`src/rtl/acq_readout_sequencer.sv`:
```
// Readout sequencer for the double-banked acquisition memory: queues bank readout
// requests and serialises each frame MSB-first (timestamp header, then bank words).
module acq_readout_sequencer #(
    parameter int TS_W   = 30,
    parameter int DATA_W = 16,
    parameter int DEPTH  = 200,
    parameter int ADDR_W = 8
) (
    input  logic              clk,
    input  logic              reset,
    input  logic              bank_full,
    input  logic              acq_done,
    input  logic [ADDR_W-1:0] last_idx,
    input  logic [TS_W-1:0]   timestamp,
    output logic              rd_en,
    output logic [ADDR_W:0]   rd_addr,
    input  logic [DATA_W-1:0] rd_data,
    output logic              sdo,
    output logic              sdo_valid,
    input  logic              sdo_ready,
    output logic              frame_start,
    output logic              frame_end,
    output logic              busy,
    output logic              overflow
);

    localparam int SH_W  = (TS_W > DATA_W) ? TS_W : DATA_W;
    localparam int CNT_W = $clog2(SH_W + 1);
    localparam logic [ADDR_W-1:0] LAST_WORD = ADDR_W'(DEPTH - 1);

    typedef enum logic [2:0] {
        IDLE       = 3'd0,
        LOAD_TS    = 3'd1,
        SHIFT_TS   = 3'd2,
        RD_REQ     = 3'd3,
        RD_WAIT    = 3'd4,
        SHIFT_DATA = 3'd5
    } state_t;

    state_t             state_r, state_nx_s;
    logic [SH_W-1:0]    shreg_r, shreg_nx_s;
    logic [CNT_W-1:0]   bitcnt_r, bitcnt_nx_s;
    logic [ADDR_W-1:0]  idx_r, idx_nx_s;

    logic               q_bank_r  [2];
    logic [ADDR_W-1:0]  q_end_r   [2];
    logic               q_first_r [2];
    logic               q_last_r  [2];
    logic               rd_ptr_r, wr_ptr_r;
    logic [1:0]         count_r, count_nx_s;
    logic               wr_bank_r, in_acq_r, overflow_r;

    logic               head_bank_s, head_first_s, head_last_s;
    logic [ADDR_W-1:0]  head_end_s;
    logic               push_s, accept_s, pop_s;
    logic [ADDR_W-1:0]  done_idx_s, push_end_s;
    logic               rd_en_s, sdo_valid_s, frame_start_s, frame_end_s;
    logic [ADDR_W:0]    rd_addr_s;

    assign head_bank_s  = q_bank_r[rd_ptr_r];
    assign head_end_s   = q_end_r[rd_ptr_r];
    assign head_first_s = q_first_r[rd_ptr_r];
    assign head_last_s  = q_last_r[rd_ptr_r];

    // Request decode: a coincident bank_full/acq_done becomes one full, final entry
    always_comb begin
        push_s     = bank_full | acq_done;
        done_idx_s = (last_idx > LAST_WORD) ? LAST_WORD : last_idx;
        if (bank_full) begin
            push_end_s = LAST_WORD;
        end else begin
            push_end_s = done_idx_s;
        end
        accept_s   = push_s && ((count_r != 2'd2) || pop_s);
        count_nx_s = count_r + {1'b0, accept_s} - {1'b0, pop_s};
    end

    // Request queue, bank tracking and sticky overflow
    always_ff @(posedge clk or posedge reset) begin
        if (reset) begin
            for (int i = 0; i < 2; i++) begin
                q_bank_r[i]  <= 1'b0;
                q_end_r[i]   <= '0;
                q_first_r[i] <= 1'b0;
                q_last_r[i]  <= 1'b0;
            end
            rd_ptr_r   <= 1'b0;
            wr_ptr_r   <= 1'b0;
            count_r    <= 2'd0;
            wr_bank_r  <= 1'b0;
            in_acq_r   <= 1'b0;
            overflow_r <= 1'b0;
        end else begin
            if (accept_s) begin
                q_bank_r[wr_ptr_r]  <= wr_bank_r;
                q_end_r[wr_ptr_r]   <= push_end_s;
                q_first_r[wr_ptr_r] <= ~in_acq_r;
                q_last_r[wr_ptr_r]  <= acq_done;
                wr_ptr_r            <= ~wr_ptr_r;
            end
            if (pop_s) begin
                rd_ptr_r <= ~rd_ptr_r;
            end
            count_r <= count_nx_s;
            if (push_s) begin
                wr_bank_r <= ~wr_bank_r;
                in_acq_r  <= ~acq_done;
                if (!accept_s) begin
                    overflow_r <= 1'b1;
                end
            end
        end
    end

    // Sequencer next-state, datapath and output decode
    always_comb begin
        state_nx_s    = state_r;
        shreg_nx_s    = shreg_r;
        bitcnt_nx_s   = bitcnt_r;
        idx_nx_s      = idx_r;
        rd_en_s       = 1'b0;
        rd_addr_s     = '0;
        sdo_valid_s   = 1'b0;
        frame_start_s = 1'b0;
        frame_end_s   = 1'b0;
        pop_s         = 1'b0;
        case (state_r)
            IDLE: begin
                idx_nx_s = '0;
                if (count_r != 2'd0) begin
                    state_nx_s = head_first_s ? LOAD_TS : RD_REQ;
                end else begin
                    state_nx_s = IDLE;
                end
            end
            LOAD_TS: begin
                shreg_nx_s    = SH_W'(timestamp) << (SH_W - TS_W);
                bitcnt_nx_s   = CNT_W'(TS_W - 1);
                frame_start_s = 1'b1;
                state_nx_s    = SHIFT_TS;
            end
            SHIFT_TS: begin
                sdo_valid_s = 1'b1;
                if (sdo_ready) begin
                    shreg_nx_s = shreg_r << 1;
                    if (bitcnt_r == '0) begin
                        state_nx_s = RD_REQ;
                    end else begin
                        bitcnt_nx_s = bitcnt_r - CNT_W'(1);
                    end
                end else begin
                    state_nx_s = SHIFT_TS;
                end
            end
            RD_REQ: begin
                rd_en_s    = 1'b1;
                rd_addr_s  = {head_bank_s, idx_r};
                state_nx_s = RD_WAIT;
            end
            RD_WAIT: begin
                shreg_nx_s  = SH_W'(rd_data) << (SH_W - DATA_W);
                bitcnt_nx_s = CNT_W'(DATA_W - 1);
                state_nx_s  = SHIFT_DATA;
            end
            SHIFT_DATA: begin
                sdo_valid_s = 1'b1;
                if (sdo_ready) begin
                    shreg_nx_s = shreg_r << 1;
                    if (bitcnt_r != '0) begin
                        bitcnt_nx_s = bitcnt_r - CNT_W'(1);
                    end else if (idx_r == head_end_s) begin
                        pop_s       = 1'b1;
                        frame_end_s = head_last_s;
                        state_nx_s  = IDLE;
                    end else begin
                        idx_nx_s   = idx_r + ADDR_W'(1);
                        state_nx_s = RD_REQ;
                    end
                end else begin
                    state_nx_s = SHIFT_DATA;
                end
            end
            default: begin
                state_nx_s = IDLE;
            end
        endcase
    end

    // Sequencer state and datapath registers
    always_ff @(posedge clk or posedge reset) begin
        if (reset) begin
            state_r  <= IDLE;
            shreg_r  <= '0;
            bitcnt_r <= '0;
            idx_r    <= '0;
        end else begin
            state_r  <= state_nx_s;
            shreg_r  <= shreg_nx_s;
            bitcnt_r <= bitcnt_nx_s;
            idx_r    <= idx_nx_s;
        end
    end

    assign rd_en       = rd_en_s;
    assign rd_addr     = rd_addr_s;
    assign sdo_valid   = sdo_valid_s;
    assign sdo         = sdo_valid_s & shreg_r[SH_W-1];
    assign frame_start = frame_start_s;
    assign frame_end   = frame_end_s;
    assign busy        = (state_r != IDLE) || (count_r != 2'd0);
    assign overflow    = overflow_r;

endmodule

```
`config.mk`:
```
export PLATFORM = sky130hd
export DESIGN_NAME = acq_readout_sequencer
export DESIGN_NICKNAME = d
export VERILOG_FILES = /design/src/rtl/acq_readout_sequencer.sv
export SDC_FILE = /design/constraint.sdc
export NUM_CORES = 1
export LEC_CHECK = 0
export ABC_AREA = 1
export CORE_UTILIZATION = 59
export CTS_BUF_LIST = sky130_fd_sc_hd__clkbuf_8
export CTS_CLUSTER_SIZE = 28
export DETAILED_ROUTE_END_ITERATION = 6
export GPL_ROUTABILITY_DRIVEN = 0
export PLACE_DENSITY = 0.95
export SYNTH_ARGS = -nofsm -noshare
export SYNTH_HDL_FRONTEND = slang
export SYNTH_SLANG_ARGS = --single-unit
```
`constraint.sdc`:
```
create_clock -name clk -period 3.65 [get_ports clk]
set_input_delay 0.73 -clock clk [delete_from_list [all_inputs] [get_ports clk]]
set_output_delay 0.73 -clock clk [all_outputs]
set_load 0.05 [all_outputs]
```
-- After elaboration in Yosys (flattened, before gate mapping)
Index checks and enable logic that the tools add are counted.
- register bits after elaboration: 75
- bits of input ports: 59
- output and inout port bits: 16
- word-level logic and storage cells: 123
- $add $sub $neg: 4
- magnitude comparators: 4
- eq/ne operators: 16
- multiplexer cells: 53
- bitwise operators: 10
- reduce and logical (&&, ||, !) cells: 18
- operator list (cell ; number):
    $pmux W30 S3 ; 1
    $mux W8 ; 9
    $mux W30 ; 1
    $mux W1 ; 21
    $mux W5 ; 4
    $pmux W5 S4 ; 1
    $pmux W3 S6 ; 1
    $bwmux W16 ; 1
    $pmux W8 S2 ; 1
    $ne A2 B2 Y1 const B ; 7
    $mux W3 ; 4
    $mux W9 ; 1
    $add A8 B1 Y8 const B ; 1
    $demux W8 S1 ; 1
    $eq A8 B8 Y1 ; 1
    $gt A8 B8 Y1 const B ; 1
    $bwmux W2 ; 3
    $eq A3 B2 Y1 const B ; 2
    $eq A3 B3 Y1 const B ; 2
    $mux W2 ; 3
    $ne A3 B3 Y1 const B ; 2
    $not A1 Y1 ; 6
    $reduce_and A2 Y1 ; 3
    $reduce_bool A3 Y1 ; 2
    other kinds (21) ; 26

-- Longest topological paths before layout
Gate-level depths: netlist (run 1).
- word-level depth: 13
- depth in mapped cells: 15
- depth with buffers taken out: 15

-- Worst setup path after synthesis (run 1)
OpenSTA, ideal clock, no wires.
- kind: register to output
- start: register state_r[1]
- end: output port rd_addr[0]
- data arrival time: 2.824 ns
- required time: 2.920 ns
- path slack: 0.096 ns
- cell stages (with the launch flop): 5
- cells stage by stage: dfrtp_1 inv_1 nor3_1 inv_1 nor2_1
- longest elaborated chain between the ends: 2
- ends and longest elaborated chain (what ; RTL line ; source):
    from (decl) ; 40 ; state_t state_r, state_nx_s;
    from (signal assigned) ; 197 ; state_r <= state_nx_s;
    $eq A3 B2 Y1 ; 127 ; case (state_r)
    $mux W9 ; 127 ;
    to (decl) ; 16 ; output logic [ADDR_W:0] rd_addr,
No other way between the ends.

-- Worst setup path after layout (run 1)
- start: register state_r[1]
- end: output port rd_addr[5]
Same word-level chain as after synthesis.

==> qor.txt, run 1 <==
Combinational share of power: 49.0%
Post-DP Area: 4905 sq um
Initial Util: 60.83%
Post-route DRC violation count: 0
Mapped Cells: 523
First-pass GRT wire length: 16.04 mm
Flop pwr share: 36.8%
Psw: 1.809 mW
RSZ-0062 raised after global routing: false
Buffers on Ports: 74
Final Total Pwr: 3.940 mW
Commonest cells in the netlist: nand2_1 (167), dfrtp_1 (75), nor2_1 (47), inv_1 (40), a22oi_1 (30)
Setup Buffers After CTS: 0
Worst skew pair latency: 0.35 ns
DR pass1 iterations: 5
Min-delay worst type: flop to flop
#FFs+latches synth: 75
Netlist Area Pre-Place: 4133 sq um
Global routing's busiest layer: met2
GRT overflow: 0
Final hold violations: 0
Power per cell area: 776.1 nW/um^2
Clk buf depth: 2
Syn_area_per_cell: 7.902 sq um
Share of layout cells above drive strength 1: 7.744%
Drt wl/cell: 13.96 microns
Seq/Total Area, Yosys: 45.41%
Die area: 7344 sq um
MaxCap Viol Count: 0
Ys Warns: 0
Yosys top cell by area: dfrtp_1
Required @ worst endpoint: 2.92 ns
Status: finished clean
Post-Route WL: 9.634 mm
CTS tree: built
Number of synthesized flops with an enable pin: 0
CTS Buf Count: 9
Clock network power share: 14.2%
Post-DP HPWL: 6.807 mm
Vias post-DR: 3812
H-tree lvl count: 3
CTS Hold Buffers Added: 0
Tcrit/Tclk final: 90.90%
WS Path Type: flop to output port
Detail Route Antenna Nets: 0
Placed Cells: 674
Most frequent cell after synthesis: nand2_1
Top-level port count: 75
Met2 Use GR: 46.47%
Fin area: 5076 sq um
Post-synthesis net count: 586
Internal power: 2.130 mW
Vias in the first global route: 3577
CP Data Arrival Time: 2.59 ns
Yosys cell types: 31
Critical path peak fanout: 8
Die height: 85.70 microns
Final nets: 652
Row count: 30
Initial antenna violation count: 0
Layout Cells excl Fill: 690
Crit-path cells: inv_1, nor3_1, inv_1, nor2_1, clkdlybuf4s50_1
Most Frequent Cell on Critical Path: inv_1
Leak: 2.381 nW
Fin crit period: 3.318 ns
Total Routing Usage GR: 27.81%
M3 GR Usage: 4.427%
Slowest cell on the critical path: clkdlybuf4s50_1
Sw frac: 45.92%
CTS root buf: clkbuf_8
1st-iter DRT viols: 233
Post-Route Setup TNS: 0 ns
Max VDD drop: 0.4088 mV
Final setup vio count: 0
CTS clock-pin slew for the worst setup and hold paths: 0.08 ns
Routed vias/inst: 5.525
Fillcell total: 461
GRT met1 Usage: 35.49%
Post-CTS sizing: 0
Top cells by area, synth: dfrtp_1 (45%), nand2_1 (15%), a22oi_1 (5.4%)
Critical path's largest stage delay: 0.82 ns
Critical Path Start Type: flop
Clock Sinks: 75
Worst slew margin: 48.83%
Fin. max-slew vios: 0
Achievable Freq: 301.4 MHz
Width of the die: 85.70 microns
Synth async-reset ratio: 100.0%
Worst-Margin Slew: 0.7665 ns
Synth-to-layout area growth: 22.83%
Yosys top cell area share: 45.41%
Ant diodes: 0
Crit. End Element: output port
Largest net degree at the start of global routing: 41
Core box area: 6794 sq um
Ys flop type: dfrtp_1
Clock skew: 0.007916 ns
[power by group through the flow]
stage               Clock, mW  Sequential [mW]  Combinational (mW)
floorplan                   0             1.38                1.57
global placement            0             1.42                1.81
detailed placement          0             1.45                1.91
CTS                     0.565             1.44                1.92
global route            0.599             1.49                2.19
finish                  0.559             1.45                1.93
[area by class of cell]
type / instances / area (sq um) / share of cell area (%)
multi-input combinational: 379 / 1938 / 38.18
sequential: 75 / 1877 / 36.97
timing repair buffer: 79 / 800.8 / 15.78
inverter: 45 / 168.9 / 3.328
clock buffer: 10 / 137.6 / 2.711
tap: 96 / 120.1 / 2.366
clock inverter: 6 / 33.78 / 0.6655
[cell families (layout without fill, tap and decap cells)]
| group | Yosys count | in the layout | share of synthesized area (%) |
|---|---|---|---|
| flip-flops | 75 | 75 | 45.41 |
| buffers and inverters | 69 | 140 | 7.750 |
| AO/OA/AOI/OAI | 76 | 76 | 11.69 |
| XOR/XNOR | 12 | 12 | 2.543 |
| adder cells (fa/ha/maj) | 4 | 4 | 1.211 |
| AND/OR/NAND/NOR | 287 | 287 | 31.40 |
[through the flow]
step	hold slack, ns	worst slack (ns)	util (%)
after floorplan	0.4419	0.09562	-
after detailed placement	0.4588	0.6629	72.19
after global routing	0.4948	0.1981	74.71
after CTS	0.4766	0.3280	74.71
final	0.4775	0.3321	74.71
after global placement	0.4564	0.6631	72.19
[critical path, delay by kind of cell (launching register included)]
kind	cells	cell delay [ns]
buffers and inverters	3	1.13
flip-flops	1	0.48
AND/OR/NAND/NOR	2	0.63
[sequential cells by signal, indices dropped and copies added, names as in the netlist]
signal     flops
rd_ptr_r       1
q_end_r       16
shreg_r       30
in_acq_r       1
wr_ptr_r       1
count_r        2
idx_r          8
q_bank_r       2
state_r        3
bitcnt_r       5
overflow       1
q_first_r      2
q_last_r       2
wr_bank_r      1
[path summary, 6_finish.rpt]
check | from | end | slack [ns] | cells after the start
setup / recovery | state_r[1]$_DFFE_PP0P_ | rd_addr[5] | 0.33 | 5
max in group asynchronous | reset | shreg_r[8]$_DFFE_PP0P_ | 2.15 | 3
setup reg to reg | rd_ptr_r$_DFFE_PP0P_ | count_r[1]$_DFF_PP0_ | 1.09 | 15
min in group asynchronous | reset | shreg_r[24]$_DFFE_PP0P_ | 0.84 | 2
hold / removal | q_bank_r[0]$_DFFE_PP0P_ | q_bank_r[0]$_DFFE_PP0P_ | 0.48 | 2
hold reg to reg | q_bank_r[0]$_DFFE_PP0P_ | q_bank_r[0]$_DFFE_PP0P_ | 0.48 | 2
[cells in the final DEF (no fill, tap or decap), drive strengths merged, types with 3 or more instances in the layout]
| cell | instances |
|---|---|
| nor2 | 50 |
| clkinv | 3 |
| dfrtp | 75 |
| ha | 4 |
| nand3 | 27 |
| a31oi | 17 |
| or2 | 5 |
| clkdlybuf4s50 | 73 |
| a22oi | 30 |
| a21oi | 3 |
| inv | 47 |
| clkbuf | 10 |
| o21ai | 24 |
| xor2 | 8 |
| buf | 6 |
| xnor2 | 4 |
| nand4 | 24 |
| nand2 | 172 |
| nor3 | 7 |
[per-layer routing]
metal  up-vias  share of wire [%]
li1       1866                  -
met1      1793                 43
met2       120                 49
met3        33                4.4
met4         0                3.5
met5         -                  0
Power figures use the tool's default switching activity.
==> run 2: changes to the inputs <==
--- a/config.mk
+++ b/config.mk
@@ -12,6 +12,7 @@
 export DETAILED_ROUTE_END_ITERATION = 6
 export GPL_ROUTABILITY_DRIVEN = 0
 export PLACE_DENSITY = 0.95
+export SLEW_MARGIN = 25
 export SYNTH_ARGS = -nofsm -noshare
 export SYNTH_HDL_FRONTEND = slang
 export SYNTH_SLANG_ARGS = --single-unit
==> results of run 2 <==
Same layout as run 1: the final DEF is identical, and so are final timing and power.
